`src/rtl/zeptron_dm_pkg.sv`:
```
// Shared types and helpers for the data-memory access unit: FSM states,
// RV32I load/store size encodings and the illegal-access check.
package zeptron_dm_pkg;

  typedef enum logic [1:0] {IDLE, REQ, DONE} dm_state_t;

  localparam logic [2:0] F3_B  = 3'b000;
  localparam logic [2:0] F3_H  = 3'b001;
  localparam logic [2:0] F3_W  = 3'b010;
  localparam logic [2:0] F3_BU = 3'b100;
  localparam logic [2:0] F3_HU = 3'b101;

  // Only meaningful when a request is present; stores have no unsigned forms.
  function automatic logic is_illegal(input logic [2:0] funct3, input logic [1:0] addr_lo,
                                      input logic re, input logic we);
    logic bad;
    bad = re & we;
    case (funct3)
      F3_B, F3_BU: bad = bad;
      F3_H, F3_HU: bad = bad | addr_lo[0];
      F3_W:        bad = bad | (addr_lo != 2'b00);
      default:     bad = 1'b1;
    endcase
    if (we && funct3[2]) bad = 1'b1;
    return bad;
  endfunction

endpackage

```
`src/rtl/dm_align.sv`:
```
// Byte-lane steering: byte enables and replicated store data on the way out,
// lane selection and sign/zero extension of load data on the way back.
module dm_align
  import zeptron_dm_pkg::*;
(
  input  logic [2:0]  i_funct3,
  input  logic [1:0]  i_off,
  input  logic [31:0] i_wdata,
  input  logic [31:0] i_rdata,
  output logic [3:0]  o_be,
  output logic [31:0] o_wdata,
  output logic [31:0] o_rdata
);

  logic signed [7:0]  w_byte;
  logic signed [15:0] w_half;

  always_comb begin
    w_byte  = i_rdata[8*i_off +: 8];
    w_half  = i_off[1] ? i_rdata[31:16] : i_rdata[15:0];
    o_be    = 4'b1111;
    o_wdata = i_wdata;
    o_rdata = i_rdata;
    case (i_funct3[1:0])
      2'b00: begin
        o_be    = 4'b0001 << i_off;
        o_wdata = {4{i_wdata[7:0]}};
        o_rdata = i_funct3[2] ? {24'd0, w_byte} : 32'(w_byte);
      end
      2'b01: begin
        o_be    = i_off[1] ? 4'b1100 : 4'b0011;
        o_wdata = {2{i_wdata[15:0]}};
        o_rdata = i_funct3[2] ? {16'd0, w_half} : 32'(w_half);
      end
      default: begin
        o_be    = 4'b1111;
        o_wdata = i_wdata;
        o_rdata = i_rdata;
      end
    endcase
  end

endmodule

```
`src/rtl/dm_access_unit.sv`:
```
// Memory-stage access unit: issues one valid/ready bus transaction per load or
// store, stalls the pipeline while it is outstanding, and faults bad accesses.
module dm_access_unit
  import zeptron_dm_pkg::*;
#(
  parameter int TIMEOUT = 16,
  parameter int ADDR_W  = 32
) (
  input  logic              clk,
  input  logic              reset,
  input  logic [31:0]       m_alu_y,
  input  logic [31:0]       m_write_data,
  input  logic              m_mem_d_we,
  input  logic              m_mem_d_re,
  input  logic [2:0]        m_funct3,
  output logic              stall,
  output logic [31:0]       m_read_data,
  output logic              done,
  output logic              fault,
  output logic              bus_valid,
  output logic              bus_we,
  output logic [ADDR_W-1:0] bus_addr,
  output logic [3:0]        bus_be,
  output logic [31:0]       bus_wdata,
  input  logic              bus_ready,
  input  logic [31:0]       bus_rdata
);

  localparam int CNT_W = (TIMEOUT < 2) ? 1 : $clog2(TIMEOUT);
  localparam logic [CNT_W-1:0] CNT_LAST = CNT_W'(TIMEOUT - 1);

  dm_state_t         r_state;
  logic [CNT_W-1:0]  r_cnt;
  logic [2:0]        r_f3;
  logic [1:0]        r_off;
  logic              r_valid, r_we, r_done, r_fault;
  logic [ADDR_W-1:0] r_addr;
  logic [3:0]        r_be;
  logic [31:0]       r_wdata, r_rdata;

  logic        w_req, w_illegal, w_idle;
  logic [2:0]  w_f3;
  logic [1:0]  w_off;
  logic [3:0]  w_be;
  logic [31:0] w_wdata, w_rext;

  assign w_req     = m_mem_d_re | m_mem_d_we;
  assign w_illegal = is_illegal(m_funct3, m_alu_y[1:0], m_mem_d_re, m_mem_d_we);
  assign w_idle    = (r_state == IDLE);

  // Aligner sees the live instruction in IDLE and the captured one while the
  // response is awaited, since bus_addr has its low bits cleared.
  assign w_f3  = w_idle ? m_funct3 : r_f3;
  assign w_off = w_idle ? m_alu_y[1:0] : r_off;

  dm_align u_align (
    .i_funct3 (w_f3),
    .i_off    (w_off),
    .i_wdata  (m_write_data),
    .i_rdata  (bus_rdata),
    .o_be     (w_be),
    .o_wdata  (w_wdata),
    .o_rdata  (w_rext)
  );

  always_ff @(posedge clk) begin
    if (!reset) begin
      r_state <= IDLE;
      r_cnt   <= '0;
      r_f3    <= '0;
      r_off   <= '0;
      r_valid <= 1'b0;
      r_we    <= 1'b0;
      r_done  <= 1'b0;
      r_fault <= 1'b0;
      r_addr  <= '0;
      r_be    <= '0;
      r_wdata <= '0;
      r_rdata <= '0;
    end else begin
      r_done  <= 1'b0;
      r_fault <= 1'b0;
      case (r_state)
        IDLE: begin
          if (w_req && w_illegal) begin
            r_fault <= 1'b1;
          end else if (w_req) begin
            r_addr  <= {m_alu_y[ADDR_W-1:2], 2'b00};
            r_be    <= w_be;
            r_wdata <= w_wdata;
            r_we    <= m_mem_d_we;
            r_f3    <= m_funct3;
            r_off   <= m_alu_y[1:0];
            r_valid <= 1'b1;
            r_cnt   <= '0;
            r_state <= REQ;
          end
        end
        REQ: begin
          if (bus_ready) begin
            if (!r_we) r_rdata <= w_rext;
            r_valid <= 1'b0;
            r_done  <= 1'b1;
            r_state <= DONE;
          end else if (r_cnt == CNT_LAST) begin
            r_valid <= 1'b0;
            r_done  <= 1'b1;
            r_fault <= 1'b1;
            r_state <= DONE;
          end else begin
            r_cnt <= r_cnt + 1'b1;
          end
        end
        default: begin
          r_cnt   <= '0;
          r_state <= IDLE;
        end
      endcase
    end
  end

  assign stall       = (w_idle & w_req & ~w_illegal) | (r_state == REQ);
  assign m_read_data = r_rdata;
  assign done        = r_done;
  assign fault       = r_fault;
  assign bus_valid   = r_valid;
  assign bus_we      = r_we;
  assign bus_addr    = r_addr;
  assign bus_be      = r_be;
  assign bus_wdata   = r_wdata;

endmodule

```
`config.mk`:
```
export PLATFORM = sky130hd
export DESIGN_NAME = dm_access_unit
export DESIGN_NICKNAME = d
export VERILOG_FILES = /design/src/rtl/zeptron_dm_pkg.sv /design/src/rtl/dm_align.sv /design/src/rtl/dm_access_unit.sv
export SDC_FILE = /design/constraint.sdc
export NUM_CORES = 1
export LEC_CHECK = 0
export BUFFER_PORTS_ARGS = -buffer_cell sky130_fd_sc_hd__buf_2
export CAP_MARGIN = 20
export CORE_ASPECT_RATIO = 0.6
export CORE_MARGIN = 4
export CORE_UTILIZATION = 45
export CTS_CLUSTER_SIZE = 28
export DETAILED_ROUTE_END_ITERATION = 6
export PLACE_DENSITY = 0.77
export SYNTH_ARGS = -nofsm -noshare
export SYNTH_HDL_FRONTEND = slang
export SYNTH_HIERARCHICAL = 1
export SYNTH_SLANG_ARGS = --single-unit
```
`constraint.sdc`:
```
create_clock -name clk -period 6.5 [get_ports clk]
set_clock_uncertainty 0.2 [all_clocks]
set_input_delay 0.975 -clock clk [delete_from_list [all_inputs] [get_ports clk]]
set_output_delay 0.975 -clock clk [all_outputs]
set_load 0.01 [all_outputs]
```
==> impl_metrics.toml <==
[status]
status = "finished clean"

[global_routing]
overflow = 0
grt_pass1_wl_um = 24550
grt_pass1_vias = 4829
antenna_found_initial = 0
grt_usage_pct = 20.71
grt_max_degree = 112

[cts]
cts_resized = 0
h-tree-depth = 4
clk_pin_slew_worst_paths_ns = 0.05
cts_inserted_buffers = 17
cts_hold_buf = 0
clockBufferDepth = 2
clockRootBuffer = "clkbuf_16"
post_cts_buffers = 0
cts_num_sinks = 113
cts_tree = "done"
clk_latency_ns = 0.40

[synth]
synthArstFlopShare_pct = 0
ys_types = 49
syn_inst = 683
synth_top_cell_by_area = "dfxtp_1"
ys.flop_type = "dfxtp_1"
yosys_warnings = 6
synth-edff-count = 0
synthesis.area_mm2 = 0.005838
synthTopCellsByCount = "227 x nand2_1, 113 x dfxtp_1, 88 x mux2i_1"
synth_top_area_share_pct = 38.75
ys_seq_area_share_pct = 38.75
synth.top_cells.by_area = "dfxtp_1 39%, mux2i_1 15%, nand2_1 15%"
syn_avg_cell_area_um2 = 8.548
ys_ff_latch = 113
synth.most_common_cell = "nand2_1"

[detailed_routing]
drc = 0
ant_nets = 0
detail_route.wl_per_cell_um = 15.60
dr.pass1.iters = 5
vias = 5270
routed_wl_um = 16060
drt_iter0_drc = 466
via_per_inst = 5.121

[critical_path]
start_kind = "input pin"
ff2ff_setup_slack_ns = 3.35
crit_chain = "buf_2 -> o21ai_1 -> nand3_1 -> nor4_4 -> or2_1 -> buf_2"
crit_arrival_ns = 2.09
worstPathRequired_ns = 5.32
crit_fanout = 4
slowest_stage = "nor4_4"
crit_path_max_incr_delay_ns = 0.26
crit_top_cell = "buf_2"
crit_path_end_kind = "output pin"
crit_type = "input pin to output pin"

[final_layout]
final_area_mm2 = 0.007352
nNetsFinal = 955
fill_cells = 1092
area_growth_pct = 25.93
fin_util_pct = 59.42
drive_gt1_share_pct = 31.98
fin_cells = 1029

[sta]
fin_ws_ns = 3.231
fmax_mhz = 305.9
period_needed_ns = 3.269
rsz0062_at_grt = "no"
hold_slack_ns = 0.2475
drv_slew = 0
fin_tns_setup_ns = 0
max_slew_margin_pct = 31.22
tightest_slew_ns = 1.032
fin_crit_sh_pct = 50.29
hold_violations = 0
report.final.setup_viol = 0

[hold_path]
min_path_type = "flop to flop"

[placement]
place_hpwl_um = 11510
dp.cells = 996
routabilityCongestion = 0.8592
placed_area_mm2 = 0.006749
portBuffers = 206
place_ws_ns = 2.937

[floorplanning]
initial_utilization_pct = 47.18
ios = 209
rows = 31
die_w_um = 155.0
dieArea_mm2 = 0.01492
chipHeight_um = 96.23
coreArea_mm2 = 0.01237

[job]
maxCapViolCount = 0

[power]
p_leak_nw = 3.291
total_power_mw = 1.982
power_density_mw_per_mm2 = 269.6
vdd_drop_max_mv = 0.1740
[metal layers]
| layer | GRT usage, % | up-vias | part of all wire, % | routed length [um] |
|---|---|---|---|---|
| met2 | 29.80 | 201 | 41 | 6650 |
| met1 | 29.57 | 2408 | 49 | 7876 |
| met3 | 7.053 | 9 | 8.9 | 1423 |
| li1 | - | 2652 | - | - |
| met4 | 5.217 | 0 | 0.65 | 104 |
| met5 | 0 | - | 0 | 0 |
[where the power goes]
part | switching, mW | internal, mW
logic | 0.179 | 0.137
clock network | 0.332 | 0.594
registers | 0.0159 | 0.724
[final timing paths]
check | from | endpoint | cells past startpoint
worst min register to register | m_read_data[7] | m_read_data[7] | 2
worst min-delay path | m_read_data[7] | m_read_data[7] | 2
worst max-delay path | m_funct3[2] | stall | 6
worst max register to register | r_state[1] | bus_wdata[14] | 7
[worst max-delay path, delay by kind of cell]
family	cells	cell delay, ns
AOI/OAI and AO/OA	1	0.24
buffers and inverters	2	0.27
and+or+nand+nor	3	0.60
[layout make-up]
| class | instances | area (um^2) | share of cell area [%] |
|---|---|---|---|
| diodes | 1 | 2.502 | 0.03404 |
| clock buffers | 20 | 466.7 | 6.348 |
| clock inverters | 12 | 133.9 | 1.821 |
| inverters | 3 | 11.26 | 0.1532 |
| multi-input cells | 503 | 3191 | 43.40 |
| flip-flops and latches | 113 | 2262 | 30.77 |
| well taps | 165 | 206.4 | 2.808 |
| repair buffers | 212 | 1079 | 14.67 |
[cell families (layout without fill, tap and decap cells)]
| logic type | after synthesis | after routing | share of synthesized area [%] |
|---|---|---|---|
| simple gates | 283 | 283 | 20.57 |
| flops | 113 | 113 | 38.75 |
| mux | 112 | 112 | 20.23 |
| compound gates | 105 | 105 | 13.40 |
| buf+inv | 68 | 247 | 6.772 |
| fa+ha+maj | 1 | 1 | 0.2143 |
| other cells | 1 | 3 | 0.06423 |
[layout by cell type, fill, tap and decap left out, drive strengths merged, types with 2 or more instances in the layout]
| cell | n |
|---|---|
| a22oi | 9 |
| o21ai | 17 |
| and2 | 2 |
| conb | 2 |
| clkinv | 2 |
| a221o | 7 |
| dfxtp | 113 |
| bufinv | 2 |
| buf | 212 |
| and3 | 2 |
| nand3 | 2 |
| nand2 | 227 |
| o21bai | 4 |
| nor2 | 15 |
| inv | 3 |
| clkbuf | 20 |
| mux2i | 88 |
| nor3b | 3 |
| o22ai | 16 |
| clkinvlp | 8 |
| nor2b | 20 |
| a21oi | 2 |
| mux2 | 24 |
| o221ai | 8 |
| o21a | 3 |
| a21boi | 32 |
| a31oi | 2 |
| nand3b | 2 |
| or2 | 3 |
[sequential cells by signal (all words and copies together) (netlist names)]
signal,flops
bus_we,1
done,1
bus_addr,30
r_cnt,4
r_state,2
r_f3,3
bus_valid,1
m_read_data,32
fault,1
bus_wdata,32
bus_be,4
r_off,2
(Power assumes the default switching activity.)
